[src/rtl/neuron_mac_pkg.sv]
`default_nettype none
// ============================================================================
// Module      : neuron_mac_pkg
// Description : Q8.8 constants and FSM state encoding shared by neuron_mac.
// Revision    : 1.0 - initial release
// ============================================================================
package neuron_mac_pkg;

    localparam int          Q_FRAC = 8;
    localparam logic [15:0] Q_ONE  = 16'h0100;
    localparam logic [15:0] Q_MAX  = 16'h7FFF;
    localparam logic [15:0] Q_MIN  = 16'h8000;

    typedef enum logic [1:0] {
        ST_IDLE = 2'd0,
        ST_ACC  = 2'd1,
        ST_FIN  = 2'd2,
        ST_OUT  = 2'd3
    } state_t;

endpackage : neuron_mac_pkg
`default_nettype wire

[src/rtl/neuron_mac_mult.sv]
`default_nettype none
// ============================================================================
// Module      : neuron_mac_mult
// Description : Q8.8 signed multiplier; keeps the Q8.8 window of the Q16.16
//               product (truncated toward -inf, upper bits wrap).
// Revision    : 1.0 - initial release
// ============================================================================
module neuron_mac_mult
    import neuron_mac_pkg::*;
(
    input  logic signed [15:0] a,
    input  logic signed [15:0] b,
    output logic signed [15:0] p
);

    logic signed [31:0] full_prod;
    logic               unused_bits;

    assign full_prod   = a * b;
    assign p           = full_prod[Q_FRAC+15:Q_FRAC];
    assign unused_bits = ^{full_prod[31:Q_FRAC+16], full_prod[Q_FRAC-1:0]};

endmodule : neuron_mac_mult
`default_nettype wire

[src/rtl/neuron_mac.sv]
`default_nettype none
// ============================================================================
// Module      : neuron_mac
// Description : Sequential Q8.8 multiply-accumulate for one neuron: N_IN
//               streamed pairs, bias add, Q8.8 saturation, optional ReLU.
// Revision    : 1.0 - initial release
// ============================================================================
module neuron_mac
    import neuron_mac_pkg::*;
#(
    parameter int N_IN  = 8,
    parameter int ACC_W = 24,
    parameter int RELU  = 1
) (
    input  logic        clk,
    input  logic        rst,
    input  logic        start,
    input  logic [15:0] bias,
    input  logic        in_valid,
    output logic        in_ready,
    input  logic [15:0] in_x,
    input  logic [15:0] in_w,
    output logic        out_valid,
    input  logic        out_ready,
    output logic [15:0] out_y,
    output logic        busy
);

    localparam int                CNT_W    = (N_IN > 1) ? $clog2(N_IN) : 1;
    localparam logic [CNT_W-1:0]  CNT_LAST = CNT_W'(N_IN - 1);
    localparam logic signed [ACC_W:0] S_MAX = {{(ACC_W+1-16){1'b0}}, Q_MAX};
    localparam logic signed [ACC_W:0] S_MIN = {{(ACC_W+1-16){1'b1}}, Q_MIN};

    state_t                   state_q, state_d;
    logic signed [ACC_W-1:0]  acc_q, acc_d;
    logic [CNT_W-1:0]         cnt_q, cnt_d;
    logic [15:0]              bias_q, bias_d;
    logic [15:0]              out_y_q, out_y_d;
    logic                     out_valid_q, out_valid_d;
    logic                     in_ready_q, in_ready_d;
    logic                     busy_q, busy_d;

    logic signed [15:0]       prod;
    logic signed [ACC_W-1:0]  prod_ext;
    logic signed [ACC_W:0]    sum_s;
    logic [15:0]              sat;
    logic [15:0]              result;

    neuron_mac_mult u_mult (
        .a (in_x),
        .b (in_w),
        .p (prod)
    );

    assign prod_ext = {{(ACC_W-16){prod[15]}}, prod};

    // One extra bit so the bias add can never wrap before the clamp.
    assign sum_s = {acc_q[ACC_W-1], acc_q} + {{(ACC_W+1-16){bias_q[15]}}, bias_q};

    always_comb begin
        if (sum_s > S_MAX) begin
            sat = Q_MAX;
        end else if (sum_s < S_MIN) begin
            sat = Q_MIN;
        end else begin
            sat = sum_s[15:0];
        end
        result = ((RELU != 0) && sat[15]) ? 16'h0000 : sat;
    end

    always_comb begin
        state_d     = state_q;
        acc_d       = acc_q;
        cnt_d       = cnt_q;
        bias_d      = bias_q;
        out_y_d     = out_y_q;
        out_valid_d = out_valid_q;
        case (state_q)
            ST_IDLE: begin
                if (start) begin
                    bias_d  = bias;
                    acc_d   = '0;
                    cnt_d   = '0;
                    state_d = ST_ACC;
                end
            end
            ST_ACC: begin
                if (in_valid && in_ready_q) begin
                    acc_d = acc_q + prod_ext;
                    cnt_d = cnt_q + CNT_W'(1);
                    if (cnt_q == CNT_LAST) begin
                        state_d = ST_FIN;
                    end
                end
            end
            ST_FIN: begin
                out_y_d     = result;
                out_valid_d = 1'b1;
                state_d     = ST_OUT;
            end
            ST_OUT: begin
                if (out_ready) begin
                    out_valid_d = 1'b0;
                    state_d     = ST_IDLE;
                end
            end
            default: begin
                state_d = ST_IDLE;
            end
        endcase
        in_ready_d = (state_d == ST_ACC);
        busy_d     = (state_d != ST_IDLE);
    end

    always_ff @(posedge clk) begin
        if (rst) begin
            state_q     <= ST_IDLE;
            acc_q       <= '0;
            cnt_q       <= '0;
            bias_q      <= '0;
            out_y_q     <= '0;
            out_valid_q <= 1'b0;
            in_ready_q  <= 1'b0;
            busy_q      <= 1'b0;
        end else begin
            state_q     <= state_d;
            acc_q       <= acc_d;
            cnt_q       <= cnt_d;
            bias_q      <= bias_d;
            out_y_q     <= out_y_d;
            out_valid_q <= out_valid_d;
            in_ready_q  <= in_ready_d;
            busy_q      <= busy_d;
        end
    end

    assign in_ready  = in_ready_q;
    assign out_valid = out_valid_q;
    assign out_y     = out_y_q;
    assign busy      = busy_q;

endmodule : neuron_mac
`default_nettype wire

[config.mk]
export PLATFORM = sky130hd
export DESIGN_NAME = neuron_mac
export DESIGN_NICKNAME = d
export VERILOG_FILES = /design/src/rtl/neuron_mac_pkg.sv /design/src/rtl/neuron_mac_mult.sv /design/src/rtl/neuron_mac.sv
export SDC_FILE = /design/constraint.sdc
export NUM_CORES = 1
export LEC_CHECK = 0
export ABC_AREA = 1
export ABC_CLOCK_PERIOD_IN_PS = 10500
export CORE_MARGIN = 2
export CORE_UTILIZATION = 43
export CTS_CLUSTER_SIZE = 10
export DETAILED_ROUTE_END_ITERATION = 10
export PLACE_DENSITY_LB_ADDON = 0.25
export RECOVER_POWER = 50
export REMOVE_ABC_BUFFERS = 1
export SYNTH_ARGS = -nofsm -noshare
export SYNTH_HDL_FRONTEND = slang
export SYNTH_SLANG_ARGS = --single-unit
[constraint.sdc]
create_clock -name clk -period 10.5 [get_ports clk]
set_input_delay 1.05 -clock clk [delete_from_list [all_inputs] [get_ports clk]]
set_output_delay 1.05 -clock clk [all_outputs]
set_load 0.05 [all_outputs]
==> Word-level counts from Yosys, hierarchy flattened <==
Cells that the tools add are included.
{ "word_totals": {"register_bits": 64, "input_bits": 53, "output_inout_bits": 19, "wordCells": 46} }
{ "op_classes": {"add_sub_neg": 3, "mul": 1, "n_lt_le_gt_ge": 2, "n_eq_ne": 8, "mux": 16, "reduce_logical": 8} }
{ "ops": {"columns": ["cell", "n"], "rows": [
  ["24-bit two-way mux", 2],
  ["24-bit case mux with 2 select lines", 1],
  ["16-bit two-way mux", 2],
  ["24-bit by 16-bit adder with 25-bit output", 1],
  ["25-bit by 16-bit greater-than comparator with 1-bit output, second input constant", 1],
  ["25-bit by 16-bit < comparator with 1-bit output, second input constant", 1],
  ["24-bit by 16-bit adder with 24-bit output", 1],
  ["16-bit by 16-bit multiplier with 24-bit output", 1],
  ["15-bit two-way mux", 1],
  ["2-bit two-way mux", 4],
  ["2-bit case mux with 4 select lines", 1],
  ["3-bit two-way mux", 2],
  ["2-bit != test, second input constant", 3],
  ["3-bit case mux with 2 select lines", 1],
  ["2-bit nonzero test", 3],
  ["2-bit by 1-bit == test with 1-bit output, second input constant", 2],
  ["2-bit == test, second input constant", 2],
  ["2-bit AND reduction", 2],
  ["3-bit by 1-bit adder with 3-bit output, second input constant", 1],
  ["3-bit == test, second input constant", 1],
  ["3-bit AND reduction", 1],
  ["2-bit zero test", 1],
  ["1-bit case mux with 2 select lines", 1],
  ["1-bit logical AND", 1],
  ["1-bit two-way mux", 1]
]} }

==> Logic depth before layout (Yosys ltp) <==
{ "depth": {"word_depth": 5, "ltp_mapped": 40, "depth_no_buf": 39} }

==> Hierarchy <==
A second synthesis with hierarchy kept.
{ "unflattened": {"hier_cells": 1995, "area_unflattened_um2": 13598.0} }
{ "by_module_without_submodules": {"columns": ["module", "instances", "cells_each", "area_per_inst_um2", "seq_area_each_um2"], "rows": [
  ["neuron_mac_mult", 1, 1125, 8140.3, 0.0],
  ["neuron_mac", 1, 870, 5457.7, 1261.2]
]} }

==> Worst setup path after synthesis <==
Ideal clock, no wire load.
{ "synth_timing": {"path_type": "input to register", "start": "input port in_w[2]", "end": "register acc_q[15]", "setup_ns": 0.132, "arrival_time_ns": 7.607, "t_required_ns": 10.368, "setup_slack_ns": 2.761, "cell_stages": 33, "path_buffers": 2, "cell_sequence": "clkbuf_1 > clkbuf_1 > nand2_1 > fa_1 > fa_1 > fa_1 > fa_1 > inv_1 > fa_1 > inv_1 > fa_1 > inv_1 > ha_1 > nand2_1 > nor4_1 > nand2_1 > nand2_1 > nand3_1 > nand2_1 > nand2_1 > nand2_1 > nand2_1 > nand2_1 > xor2_1 > ha_1 > a21oi_1 > o21ai_0 > o21bai_1 > a21oi_1 > o21ai_0 > or2_2 > nand3_1 > a21oi_1"} }
{ "synth_via": {"elab_chain_cells": 4} }
{ "synth_lines": {"columns": ["item", "line_no", "source"], "rows": [
  ["start: declaration", "neuron_mac.sv:22", "input logic [15:0] in_w,"],
  ["16-bit by 16-bit multiplier with 24-bit output", "neuron_mac_mult.sv:19", "assign full_prod = a * b;"],
  ["24-bit by 16-bit adder with 24-bit output", "neuron_mac.sv:89", "acc_d = acc_q + prod_ext;"],
  ["24-bit two-way mux", "neuron_mac.sv:88", "if (in_valid && in_ready_q) begin"],
  ["24-bit case mux with 2 select lines", "neuron_mac.sv:78", "case (state_q)"],
  ["end signal: assignment", "neuron_mac.sv:118", "acc_q <= '0;"],
  ["end signal: assignment", "neuron_mac.sv:127", "acc_q <= acc_d;"],
  ["end: declaration", "neuron_mac.sv:35", "logic signed [ACC_W-1:0] acc_q, acc_d;"]
]} }
No other way between the ends. The select of a mux whose other input is x is not followed.
A chain may end at the register's enable or synchronous reset.

==> Final worst setup path <==
{ "layout_timing": {"start": "input port in_x[9]", "end": "register acc_q[15]"} }
{ "layout_via": {"elab_chain_cells": 4} }
{ "layout_lines": {"columns": ["item", "line_no", "source"], "rows": [
  ["start: declaration", "neuron_mac.sv:21", "input logic [15:0] in_x,"],
  ["16-bit by 16-bit multiplier with 24-bit output", "neuron_mac_mult.sv:19", null],
  ["24-bit by 16-bit adder with 24-bit output", "neuron_mac.sv:89", null],
  ["24-bit two-way mux", "neuron_mac.sv:88", null],
  ["24-bit case mux with 2 select lines", "neuron_mac.sv:78", null]
]} }
No other way between the ends. The select of a mux whose other input is x is not followed.

==> impl_metrics.py <==
metrics = {
    "run_status": {
        "status": "finished, violations left",
        "violations": "max-capacitance violations, max-slew violations",
    },
    "floorplan": {
        "core_area_sq_um": 30500,
        "die_h_um": 180,
        "rows": 64,
        "boundaryPins": 72,
        "die_w_um": 180,
        "start_util_pct": 43.5,
        "dieArea_sq_um": 32300,
    },
    "synth": {
        "syn_inst": 1930,
        "synth_top_family_by_area": "adder cells",
        "yosysUniqueCellTypes": 44,
        "ys.flop_type": "dfxtp_1",
        "syn_area_per_cell_sq_um": 6.87,
        "yosysTopAreaCell": "fa_1",
        "synth.area.top_cells": "fa_1 28%, nand2_1 14%, inv_1 13%, ha_1 11%, dfxtp_1 9.5%",
        "synthArstFlopShare_pct": 0,
        "yosys_warnings": 0,
        "synth_simple_gate_area_share_pct": 24.6,
        "synth_compound_area_share_pct": 8.17,
        "synth_edf_count": 0,
        "synth_xor_area_share_pct": 2.51,
        "synthMuxAreaShare_pct": 0,
        "synth_top_area_share_pct": 28.4,
        "synth-seq-area-share_pct": 9.51,
        "syn-cell-area_sq_um": 13300,
        "synth_seq_cells": 63,
        "synth_fa_ha_area_share_pct": 39.6,
    },
    "routing": {
        "num_vias": 11704,
        "drtPass1Iterations": 6,
        "ant_nets": 0,
        "drt_iter0_markers": 678,
        "finalWirelength_um": 34400,
        "post_drt_wl_per_cell_um": 14.6,
        "vias_per_cell": 4.98,
        "drc_errors": 0,
    },
    "clocking": {
        "hold_buffers": 0,
        "clk_root_buffer_cell": "clkbuf_16",
        "cts_resized": 0,
        "cts_tree": "yes",
        "path_clk_slew_ns": 0.06,
        "ctsHtreeMaxLevel": 3,
        "clock-sinks": 63,
        "cts_buffers": 9,
        "post-cts-setup-buffer-count": 0,
        "cts_buffer_depth": 2,
        "clk_latency_ns": 0.34,
    },
    "sta": {
        "hold_viol": 0,
        "fin_crit_ns": 9.04,
        "finalSetupViolCount": 0,
        "fin_skew_ns": 0.00988,
        "worst_slew_pin_slew_ns": 2.46,
        "report.final.slew_viol_count": 48,
        "slew_headroom_pct": -64.0,
        "grt_setup_unrepaired": "false",
        "timing.fmax_mhz": 111,
        "setup_tns_ns": 0,
        "post-route-period-util_pct": 86.1,
    },
    "final_layout": {
        "nets": 2311,
        "n_antenna_cell": 0,
        "drive_gt1_share_pct": 2.71,
        "area_delta_synth_final_pct": 9.57,
    },
    "global_route": {
        "grt_pass1_wl_um": 59100,
        "grt-ovfl-total": 0,
        "grt_pass1_vias": 11869,
        "grt_usage_pct": 22.4,
        "grt_busiest_layer": "met2",
        "grt_max_degree": 48,
        "antenna_found_initial": 0,
        "grt_util_met3_pct": 2.41,
        "grt_use_met1_pct": 30.0,
        "grt_util_met2_pct": 38.0,
    },
    "critical_path": {
        "path_class": "in -> reg",
        "cp.required_ns": 10.61,
        "r2r_cells": 15,
        "reg2reg_from": "acc_q[14]",
        "startpoint_type": "input pin",
        "crit_top_cell": "nand2_1",
        "cp.arrival_ns": 9.15,
        "crit_fanout": 15,
        "cpPeakStageDelay_ns": 0.92,
        "worst_r2r_endpoint": "out_y[13]",
        "cpMaxStageDelayCell": "clkdlybuf4s50_1",
        "r2r_slack_ns": 7.23,
        "cp-end-kind": "flip-flop",
    },
    "place": {
        "hpwl_um": 28500,
        "io_buffers": 70,
        "place.gp.congestion": 0.876,
    },
    "job": {
        "cap_violations": 1,
    },
    "min_path": {
        "hold-path-cell-count": 1,
        "hold_path_class": "reg -> reg",
        "holdCritStartpoint": "cnt_q[0]",
        "min_to": "cnt_q[0]",
    },
}
==> metrics by stage <==
step | hold slack (ns) | utilization, % | setup slack (ns) | area (sq um) | std cells
after floorplan | 0.433 | - | 3.25 | 13000 | 1866
after global placement | 0.447 | 46.6 | 1.27 | 14200 | 2336
after detailed placement | 0.454 | 46.6 | 1.19 | 14200 | 2336
after CTS | 0.462 | 47.7 | 1.52 | 14500 | 2352
after global routing | 0.484 | 47.6 | 0.836 | 14500 | 2352
final | 0.458 | 47.6 | 1.46 | 14500 | 2352
==> cells in the final DEF, fill, tap and decap left out, types with 2 or more instances in the layout <==
| master | netlist | routed |
|---|---|---|
| a21o_1 | 6 | 6 |
| a21oi_1 | 110 | 110 |
| a31oi_1 | 7 | 7 |
| buf_4 | 2 | 3 |
| bufinv_16 | 0 | 2 |
| clkbuf_1 | 53 | 2 |
| clkbuf_16 | 0 | 9 |
| clkdlybuf4s50_1 | 0 | 51 |
| clkinv_1 | 5 | 5 |
| clkinvlp_4 | 0 | 2 |
| dfxtp_1 | 63 | 63 |
| dlygate4sd3_1 | 0 | 18 |
| fa_1 | 188 | 188 |
| ha_1 | 119 | 119 |
| inv_1 | 468 | 468 |
| inv_2 | 3 | 3 |
| nand2_1 | 510 | 510 |
| nand2_2 | 3 | 3 |
| nand3_1 | 79 | 79 |
| nand3_2 | 10 | 10 |
| nand3b_1 | 13 | 13 |
| nand4_1 | 18 | 18 |
| nor2_1 | 122 | 121 |
| nor2_2 | 4 | 5 |
| nor3_1 | 7 | 7 |
| nor3b_1 | 2 | 2 |
| nor4_1 | 2 | 2 |
| o21a_1 | 2 | 2 |
| o21ai_0 | 59 | 59 |
| o21ai_1 | 3 | 3 |
| o21bai_1 | 9 | 9 |
| o31ai_1 | 2 | 2 |
| or2_2 | 10 | 10 |
| xnor2_1 | 17 | 18 |
| xor2_1 | 16 | 16 |
==> routing by layer <==
layer / wire (um) / part of all wire (%)
met1: 15600 / 45
met2: 16300 / 48
met3: 1300 / 3.8
met4: 1100 / 3.2
met5: 0 / 0
==> how the worst max path moves through the flow <==
stage,startpoint,end,slack (ns),cells after the start
final,in_x[9],acc_q[15],1.46,32
after global routing,in_w[1],acc_q[15],0.84,32
after CTS,in_w[1],acc_q[15],1.52,32
after detailed placement,in_w[1],acc_q[15],1.19,32
after global placement,in_x[10],acc_q[15],1.27,32
after floorplan,in_w[4],acc_q[15],3.25,33
==> logic make-up (layout without fill, tap and decap cells) <==
| kind of cell | after synthesis | after routing |
|---|---|---|
| simple gates | 782 | 782 |
| buf+inv | 540 | 566 |
| fa+ha+maj | 307 | 307 |
| compound gates | 202 | 202 |
| flops | 63 | 63 |
| xor+xnor | 35 | 35 |
| other cells | 1 | 1 |
==> synthesized netlist by cell type (all sizes together) (2+ instances only) <==
cell    instances
a21o            6
a21oi         110
a31oi           7
buf             9
clkbuf         55
clkinv          5
dfxtp          63
fa            188
ha            119
inv           471
nand2         514
nand3          89
nand3b         13
nand4          18
nor2          126
nor3            7
nor3b           2
nor4            2
o21a            2
o21ai          62
o21bai          9
o31ai           2
or2            10
xnor2          18
xor2           17
==> worst max-delay path: cells and delay by family <==
kind | cells | cell delay [ns]
AO/OA/AOI/OAI | 6 | 1.00
XOR/XNOR | 1 | 0.22
adder cells (fa/ha/maj) | 8 | 3.74
buffers and inverters | 4 | 1.07
AND/OR/NAND/NOR | 13 | 2.06
==> registers in the layout, summed over array words and instances, names as in the netlist <==
register	count
busy	1
in_ready	1
bias_q	16
acc_q	24
out_valid	1
cnt_q	3
out_y	15
state_q	2
==> cell type report <==
cell class	count	area, sq um
Fill cell	3106	16000
Timing Repair Buffer	74	721
Clock buffer	10	239
Clock inverter	6	92.6
Sequential cell	63	1260
Multi-Input combinational cell	1327	9930
Tap cell	396	495
Inverter	476	1790
Power is not shown: default switching activity piles up to over one toggle a cycle in this logic, so the estimate is an artifact.
